<file path="config.mk">
export PLATFORM = sky130hd
export DESIGN_NAME = reset_sequencer
export DESIGN_NICKNAME = d
export VERILOG_FILES = /design/src/rtl/clk_rst_pkg.sv /design/src/rtl/bit_sync_2ff.sv /design/src/rtl/reset_sequencer.sv
export SDC_FILE = /design/constraint.sdc
export NUM_CORES = 1
export LEC_CHECK = 0
export ABC_AREA = 1
export CORE_ASPECT_RATIO = 2
export CORE_MARGIN = 2
export CORE_UTILIZATION = 30
export CTS_CLUSTER_SIZE = 25
export DETAILED_ROUTE_END_ITERATION = 6
export GPL_TIMING_DRIVEN = 0
export RECOVER_POWER = 100
export SLEW_MARGIN = 20
export SYNTH_ARGS = -nofsm -noshare
export SYNTH_HDL_FRONTEND = slang
export SYNTH_SLANG_ARGS = --single-unit
export TNS_END_PERCENT = 30
</file>
<file path="constraint.sdc">
create_clock -name clk_in -period 4.1 [get_ports clk_in]
set_input_delay 0.82 -clock clk_in [delete_from_list [all_inputs] [get_ports clk_in]]
set_output_delay 0.82 -clock clk_in [all_outputs]
set_load 0.03 [all_outputs]
</file>
<file path="src/rtl/clk_rst_pkg.sv">
// Shared types and helpers for the clock/reset sequencer.
//   seq_state_t : sequencer state encoding, also exported on state_dbg.
//   cnt_width   : counter width able to hold values 0 .. n-1, derived with $clog2.
//   max3        : largest of three timing parameters, used to size the shared state timer.
package clk_rst_pkg;

  typedef enum logic [2:0] {
    PLL_RST   = 3'd0,
    WAIT_LOCK = 3'd1,
    RELEASE   = 3'd2,
    RUN       = 3'd3,
    FAULT     = 3'd4
  } seq_state_t;

  localparam int unsigned StateW    = 3;
  localparam int unsigned LockLossW = 8;

  // Width of a counter that must represent 0 .. n-1 (minimum one bit).
  function automatic int unsigned cnt_width(input int unsigned n);
    return (n < 2) ? 1 : $clog2(n);
  endfunction

  function automatic int unsigned max3(input int unsigned a, input int unsigned b,
                                       input int unsigned c);
    int unsigned m;
    m = (a > b) ? a : b;
    return (m > c) ? m : c;
  endfunction

endpackage

</file>
<file path="src/rtl/bit_sync_2ff.sv">
// Generic two-flop synchronizer for a single asynchronous level.
// Ports:
//   clk : destination clock
//   rst : asynchronous active-high reset; output reads 0 while in reset
//   d   : asynchronous input level
//   q   : synchronized output, two clk edges behind d
module bit_sync_2ff (
  input  logic clk,
  input  logic rst,
  input  logic d,
  output logic q
);

  logic meta;

  always_ff @(posedge clk or posedge rst) begin
    if (rst) begin
      meta <= 1'b0;
      q    <= 1'b0;
    end else begin
      meta <= d;
      q    <= meta;
    end
  end

endmodule

</file>
<file path="src/rtl/reset_sequencer.sv">
// Power-up / recovery sequencer for the 27 MHz -> 48 MHz rPLL and the downstream reset
// domains. Runs on the reference clock so it keeps working while the PLL is down.
// Pulses pll_rst, waits for a filtered lock, then releases the domains one at a time.
// Loss of lock or a software request re-sequences; repeated lock timeouts latch fault.
// Ports:
//   clk_in        : 27 MHz reference clock
//   rst           : asynchronous active-high reset
//   pll_lock      : rPLL LOCK (asynchronous, synchronized internally)
//   sw_rst_req    : software reset request, rising edge captured
//   pll_rst       : rPLL RESET, active-high
//   domain_rst    : per-domain resets, active-high, domain 0 released first
//   ready         : all domains released and lock good
//   fault         : lock retries exhausted
//   sw_rst_ack    : one-cycle pulse when a pending software request completes
//   lock_loss_cnt : saturating count of lock losses in RELEASE/RUN
//   state_dbg     : current state encoding
// Build option: define RESET_SEQ_STATUS_EN to make lock_loss_cnt and state_dbg live;
// otherwise both read 0 and the loss counter is not built.
module reset_sequencer
  import clk_rst_pkg::*;
#(
  parameter int unsigned N_DOMAINS      = 3,
  parameter int unsigned PLL_RST_CYCLES = 16,
  parameter int unsigned LOCK_FILTER    = 64,
  parameter int unsigned LOCK_TIMEOUT   = 27000,
  parameter int unsigned GAP_CYCLES     = 32,
  parameter int unsigned MAX_RETRIES    = 3
) (
  input  logic                 clk_in,
  input  logic                 rst,
  input  logic                 pll_lock,
  input  logic                 sw_rst_req,
  output logic                 pll_rst,
  output logic [N_DOMAINS-1:0] domain_rst,
  output logic                 ready,
  output logic                 fault,
  output logic                 sw_rst_ack,
  output logic [7:0]           lock_loss_cnt,
  output logic [2:0]           state_dbg
);

  localparam int unsigned CntW   = cnt_width(max3(PLL_RST_CYCLES, LOCK_TIMEOUT, GAP_CYCLES));
  localparam int unsigned FiltW  = cnt_width(LOCK_FILTER + 1);
  localparam int unsigned RetryW = cnt_width(MAX_RETRIES + 1);
  localparam int unsigned IdxW   = cnt_width(N_DOMAINS);

  seq_state_t            state_q, state_d;
  logic [CntW-1:0]       cnt_q, cnt_d;      // shared per-state timer
  logic [FiltW-1:0]      filt_q, filt_d;
  logic [RetryW-1:0]     retry_q, retry_d;
  logic [IdxW-1:0]       idx_q, idx_d;      // next domain to release
  logic                  pending_q, pending_d;
  logic                  sw_prev_q;
  logic                  pll_rst_q, pll_rst_d;
  logic [N_DOMAINS-1:0]  dom_q, dom_d;
  logic                  ready_q, ready_d;
  logic                  fault_q, fault_d;
  logic                  ack_q, ack_d;
  logic                  lock_sync;
  logic                  lock_ok;
  logic                  sw_edge;

  bit_sync_2ff u_lock_sync (
    .clk (clk_in),
    .rst (rst),
    .d   (pll_lock),
    .q   (lock_sync)
  );

  assign sw_edge = sw_rst_req & ~sw_prev_q;
  // Accept lock on the edge where the filter would reach LOCK_FILTER; >= also covers a
  // filter already saturated when WAIT_LOCK is entered.
  assign lock_ok = lock_sync && (filt_q >= FiltW'(LOCK_FILTER - 1));

  always_comb begin
    filt_d = filt_q;
    if (!lock_sync) begin
      filt_d = '0;
    end else if (filt_q != FiltW'(LOCK_FILTER)) begin
      filt_d = filt_q + FiltW'(1);
    end
  end

  always_comb begin
    state_d   = state_q;
    cnt_d     = cnt_q;
    retry_d   = retry_q;
    idx_d     = idx_q;
    pll_rst_d = pll_rst_q;
    dom_d     = dom_q;
    ready_d   = ready_q;
    fault_d   = fault_q;
    ack_d     = 1'b0;
    // A new request edge always wins over a same-cycle clear.
    pending_d = pending_q | sw_edge;

    unique case (state_q)
      PLL_RST: begin
        if (cnt_q == CntW'(PLL_RST_CYCLES - 1)) begin
          state_d   = WAIT_LOCK;
          pll_rst_d = 1'b0;
          cnt_d     = '0;
        end else begin
          cnt_d = cnt_q + CntW'(1);
        end
      end

      WAIT_LOCK: begin
        if (lock_ok) begin
          state_d = RELEASE;
          cnt_d   = '0;
          idx_d   = '0;
        end else if (cnt_q == CntW'(LOCK_TIMEOUT - 1)) begin
          cnt_d   = '0;
          retry_d = retry_q + RetryW'(1);
          if (retry_d == RetryW'(MAX_RETRIES)) begin
            state_d = FAULT;
            fault_d = 1'b1;
          end else begin
            state_d   = PLL_RST;
            pll_rst_d = 1'b1;
          end
        end else begin
          cnt_d = cnt_q + CntW'(1);
        end
      end

      RELEASE, RUN: begin
        if (!lock_sync) begin
          // Lock loss takes priority over any pending software request.
          state_d   = PLL_RST;
          pll_rst_d = 1'b1;
          cnt_d     = '0;
          dom_d     = '1;
          ready_d   = 1'b0;
          retry_d   = '0;
        end else if (state_q == RELEASE) begin
          if (cnt_q == CntW'(GAP_CYCLES - 1)) begin
            cnt_d        = '0;
            dom_d[idx_q] = 1'b0;
            if (idx_q == IdxW'(N_DOMAINS - 1)) begin
              state_d = RUN;
              ready_d = 1'b1;
              if (pending_q) begin
                ack_d     = 1'b1;
                pending_d = sw_edge;
              end
            end else begin
              idx_d = idx_q + IdxW'(1);
            end
          end else begin
            cnt_d = cnt_q + CntW'(1);
          end
        end else if (pending_q) begin
          // Soft reset re-releases the domains without touching the PLL.
          state_d = RELEASE;
          dom_d   = '1;
          ready_d = 1'b0;
          cnt_d   = '0;
          idx_d   = '0;
        end
      end

      FAULT: begin
        if (pending_q) begin
          state_d   = PLL_RST;
          pll_rst_d = 1'b1;
          cnt_d     = '0;
          fault_d   = 1'b0;
          retry_d   = '0;
        end
      end

      default: begin
        state_d   = PLL_RST;
        pll_rst_d = 1'b1;
        cnt_d     = '0;
        dom_d     = '1;
        ready_d   = 1'b0;
        fault_d   = 1'b0;
      end
    endcase
  end

  always_ff @(posedge clk_in or posedge rst) begin
    if (rst) begin
      state_q   <= PLL_RST;
      cnt_q     <= '0;
      filt_q    <= '0;
      retry_q   <= '0;
      idx_q     <= '0;
      pending_q <= 1'b0;
      sw_prev_q <= 1'b0;
      pll_rst_q <= 1'b1;
      dom_q     <= '1;
      ready_q   <= 1'b0;
      fault_q   <= 1'b0;
      ack_q     <= 1'b0;
    end else begin
      state_q   <= state_d;
      cnt_q     <= cnt_d;
      filt_q    <= filt_d;
      retry_q   <= retry_d;
      idx_q     <= idx_d;
      pending_q <= pending_d;
      sw_prev_q <= sw_rst_req;
      pll_rst_q <= pll_rst_d;
      dom_q     <= dom_d;
      ready_q   <= ready_d;
      fault_q   <= fault_d;
      ack_q     <= ack_d;
    end
  end

  assign pll_rst    = pll_rst_q;
  assign domain_rst = dom_q;
  assign ready      = ready_q;
  assign fault      = fault_q;
  assign sw_rst_ack = ack_q;

`ifdef RESET_SEQ_STATUS_EN
  logic                 loss_evt;
  logic [LockLossW-1:0] loss_cnt_q;

  assign loss_evt = ((state_q == RELEASE) || (state_q == RUN)) && !lock_sync;

  always_ff @(posedge clk_in or posedge rst) begin
    if (rst) begin
      loss_cnt_q <= '0;
    end else if (loss_evt && (loss_cnt_q != '1)) begin
      loss_cnt_q <= loss_cnt_q + LockLossW'(1);
    end
  end

  assign lock_loss_cnt = loss_cnt_q;
  assign state_dbg     = state_q;
`else
  assign lock_loss_cnt = '0;
  assign state_dbg     = '0;
`endif

endmodule

</file>
==> metrics.yaml <==
status: "finished, final reports clean"
yosysTopAreaCell: "dfrtp_1"
cts_sinks: 40
slew_headroom_pct: 48.7
grt_use_total_pct: 13.1
start_util_pct: 30.7
synth_common_cells: "93 x nand2_1, 41 x inv_1, 36 x dfrtp_1, 26 x nor2_1, 17 x nand2_2"
clock_skew_ns: 0.0107
numCtsBuffers: 5
endpoint: "cnt_q[2]"
fp.dieH_um: 134
fin_crit_sh_pct: 59.5
port-buffer-count: 10
layout.nets: 378
ys_async_sr_fraction_pct: 100
grt_pass1_wl_mm: 9.60
std_cell_rows: 47
vias: 2115
internal-power_w: 0.000734
worst_slew_pin_slew_ns: 0.769
switchingPower_w: 0.000192
clk_pin_slew_ns: 0.06
period_minus_slack_ns: 2.44
peakVddDrop_mv: 0.286
p_seq_share_pct: 43.4
post_cts_buffers: 0
synth.distinct_cells: 34
core_area_um2: 8290
crit_chain: "ha_1, nand2_1, clkinv_1, nand3_1, nor2_1, nor2_1, a21oi_4, nand2_1, clkbuf_1, nand2_2, nand2_1"
synth_area_per_cell_um2: 7.52
drtAntennaViolNets: 0
cts-root-buf: "clkbuf_16"
synth_most_common_cell: "nand2_1"
clock_path_buffers: 2
crit_required_ns: 4.33
hold_viol: 0
gr-total-overflow: 0
wl_per_cell_um: 12.4
cp_slowest_stage_delay_ns: 0.61
timing.rr.end: "cnt_q[2]"
synth_area_um2: 2550
drtIter0Drc: 49
clkPwrFrac_pct: 51.8
crit_start: "cnt_q[0]"
rsz0062_at_grt: "no"
die-area_um2: 9290
antenna_found_initial: 0
layout-drive-gt1-share_pct: 15.8
grt_pass1_vias: 2121
arrival_ns: 2.67
critPathLaunchType: "register"
r2r_start: "cnt_q[0]"
synthFlopType: "dfrtp_1"
min_path_type: "register to register"
synthTopCellsByArea: "dfrtp_1 35%, nand2_1 14%, inv_1 6.0%, nand2_2 4.2%, dfstp_2 4.1%"
cts_tree: "done"
crit_path_end_kind: "register"
swShare_pct: 20.7
drv_cap: 0
routed_wl_mm: 5.76
fmax_mhz: 410
reg2regPathDepth: 11
tns_ns: 0
place.gp.congestion: 0.830
dp_hpwl_mm: 4.69
critical_path.slowest_cell: "clkbuf_1"
critical_path.most_common_cell: "nand2_1"
crit_type: "register to register"
drc: 0
ctsResizeCount: 0
combPwrFrac_pct: 4.8
ys_seq_area_share_pct: 39.5
diodes: 0
via_per_inst: 4.54
final_max_slew_viol_count: 0
syn_to_final_growth_pct: 16.4
postCtsHoldBufs: 0
drt_first_pass_iters: 4
hold-worst-slack_ns: 0.364
regToRegSetupSlack_ns: 1.66
htree_levels: 2
grt_start_max_net_pins: 26
setup_viol: 0
ios: 22
p_per_area_nw_per_um2: 312
yosysWarnings: 0
fin_util_pct: 35.8
p_leak_nw: 1.48
crit_fanout: 10
yosys.area.top_type_share_pct: 35.3
synth_seq_cells: 40
clock_latency_ns: 0.29
synth_edf_count: 0
die_w_um: 69.2
synth_cells: 339
[per-stage QoR]
stage               instance area [µm²]  instances  worst slack (ns)  total power (W)
finish                             2970        466              1.66         0.000926
global route                       2970        466              1.44         0.000956
CTS                                3010        466              1.78         0.000937
detailed placement                 2830        458              2.10         0.000455
global placement                   2810        457              1.38         0.000452
floorplan                          2590        349              2.37         0.000444
[flip-flops by register name (all words and copies together), names as in the netlist]
| register | count |
|---|---|
| idx_q | 2 |
| fault | 1 |
| pll_rst | 1 |
| ready | 1 |
| u_lock_sync.q | 1 |
| pending_q | 1 |
| cnt_q | 15 |
| state_q | 3 |
| filt_q | 7 |
| sw_prev_q | 1 |
| retry_q | 2 |
| u_lock_sync.meta | 1 |
| domain_rst | 3 |
| sw_rst_ack | 1 |
[routing by layer]
layer / global-route usage [%] / share of wire (%) / wire length [µm]
met1: 11.0 / 34 / 1940
met2: 27.7 / 62 / 3550
met3: 1.88 / 1.7 / 99
met4: 6.64 / 3.0 / 172
met5: 0 / 0 / 0
[cell usage in the layout (no fill, tap or decap), types with 11 or more instances in the layout]
| cell | count |
|---|---|
| o21ai_0 | 13 |
| nand3_1 | 17 |
| dfrtp_1 | 36 |
| nor2_1 | 29 |
| buf_4 | 12 |
| inv_1 | 41 |
| nand2_1 | 97 |
| nand2_2 | 14 |
| conb_1 | 11 |
[cell families after synthesis]
| logic type | after synthesis | synth area share (%) |
|---|---|---|
| fa+ha+maj | 7 | 3.44 |
| compound gates | 29 | 6.77 |
| xor+xnor | 10 | 3.44 |
| other cells | 1 | 0.147 |
| simple gates | 188 | 35.1 |
| buf+inv | 64 | 11.6 |
| flops | 40 | 39.5 |
[critical path, delay by kind of cell (launching register included)]
kind                     cells  cell delay [ns]
adder cells (fa/ha/maj)      1             0.24
buffers and inverters        2             0.72
flip-flops                   1             0.42
AND/OR/NAND/NOR              7             0.90
AO/OA/AOI/OAI                1             0.09
[area by class of cell]
| type | instances | area [µm²] |
|---|---|---|
| Buffer | 15 | 104 |
| Clock buffer | 7 | 153 |
| Clock inverter | 1 | 30.0 |
| Fill cell | 849 | 5330 |
| Inverter | 49 | 184 |
| Multi-Input combinational cell | 245 | 1250 |
| Sequential cell | 40 | 1010 |
| Tap cell | 98 | 123 |
| Timing Repair Buffer | 11 | 120 |
[power by group through the flow]
| stage | registers (W) | logic (W) | clock network [W] |
|---|---|---|---|
| after floorplan | 0.000408 | 0.0000356 | 0 |
| after global placement | 0.000409 | 0.0000432 | 0 |
| after detailed placement | 0.000409 | 0.0000462 | 0 |
| after CTS | 0.000402 | 0.0000463 | 0.000489 |
| after global routing | 0.000402 | 0.0000497 | 0.000504 |
| final | 0.000402 | 0.0000444 | 0.000480 |
[how the worst min path moves through the flow]
stage                     start             to  slack, ns  cells after the start
5_1_grt        u_lock_sync.meta  u_lock_sync.q       0.38                      0
3_3_place_gp   u_lock_sync.meta  u_lock_sync.q       0.34                      0
4_1_cts        u_lock_sync.meta  u_lock_sync.q       0.37                      0
3_5_place_dp   u_lock_sync.meta  u_lock_sync.q       0.34                      0
2_1_floorplan  u_lock_sync.meta  u_lock_sync.q       0.33                      0
6_report       u_lock_sync.meta  u_lock_sync.q       0.36                      0
(Power assumes the default switching activity.)
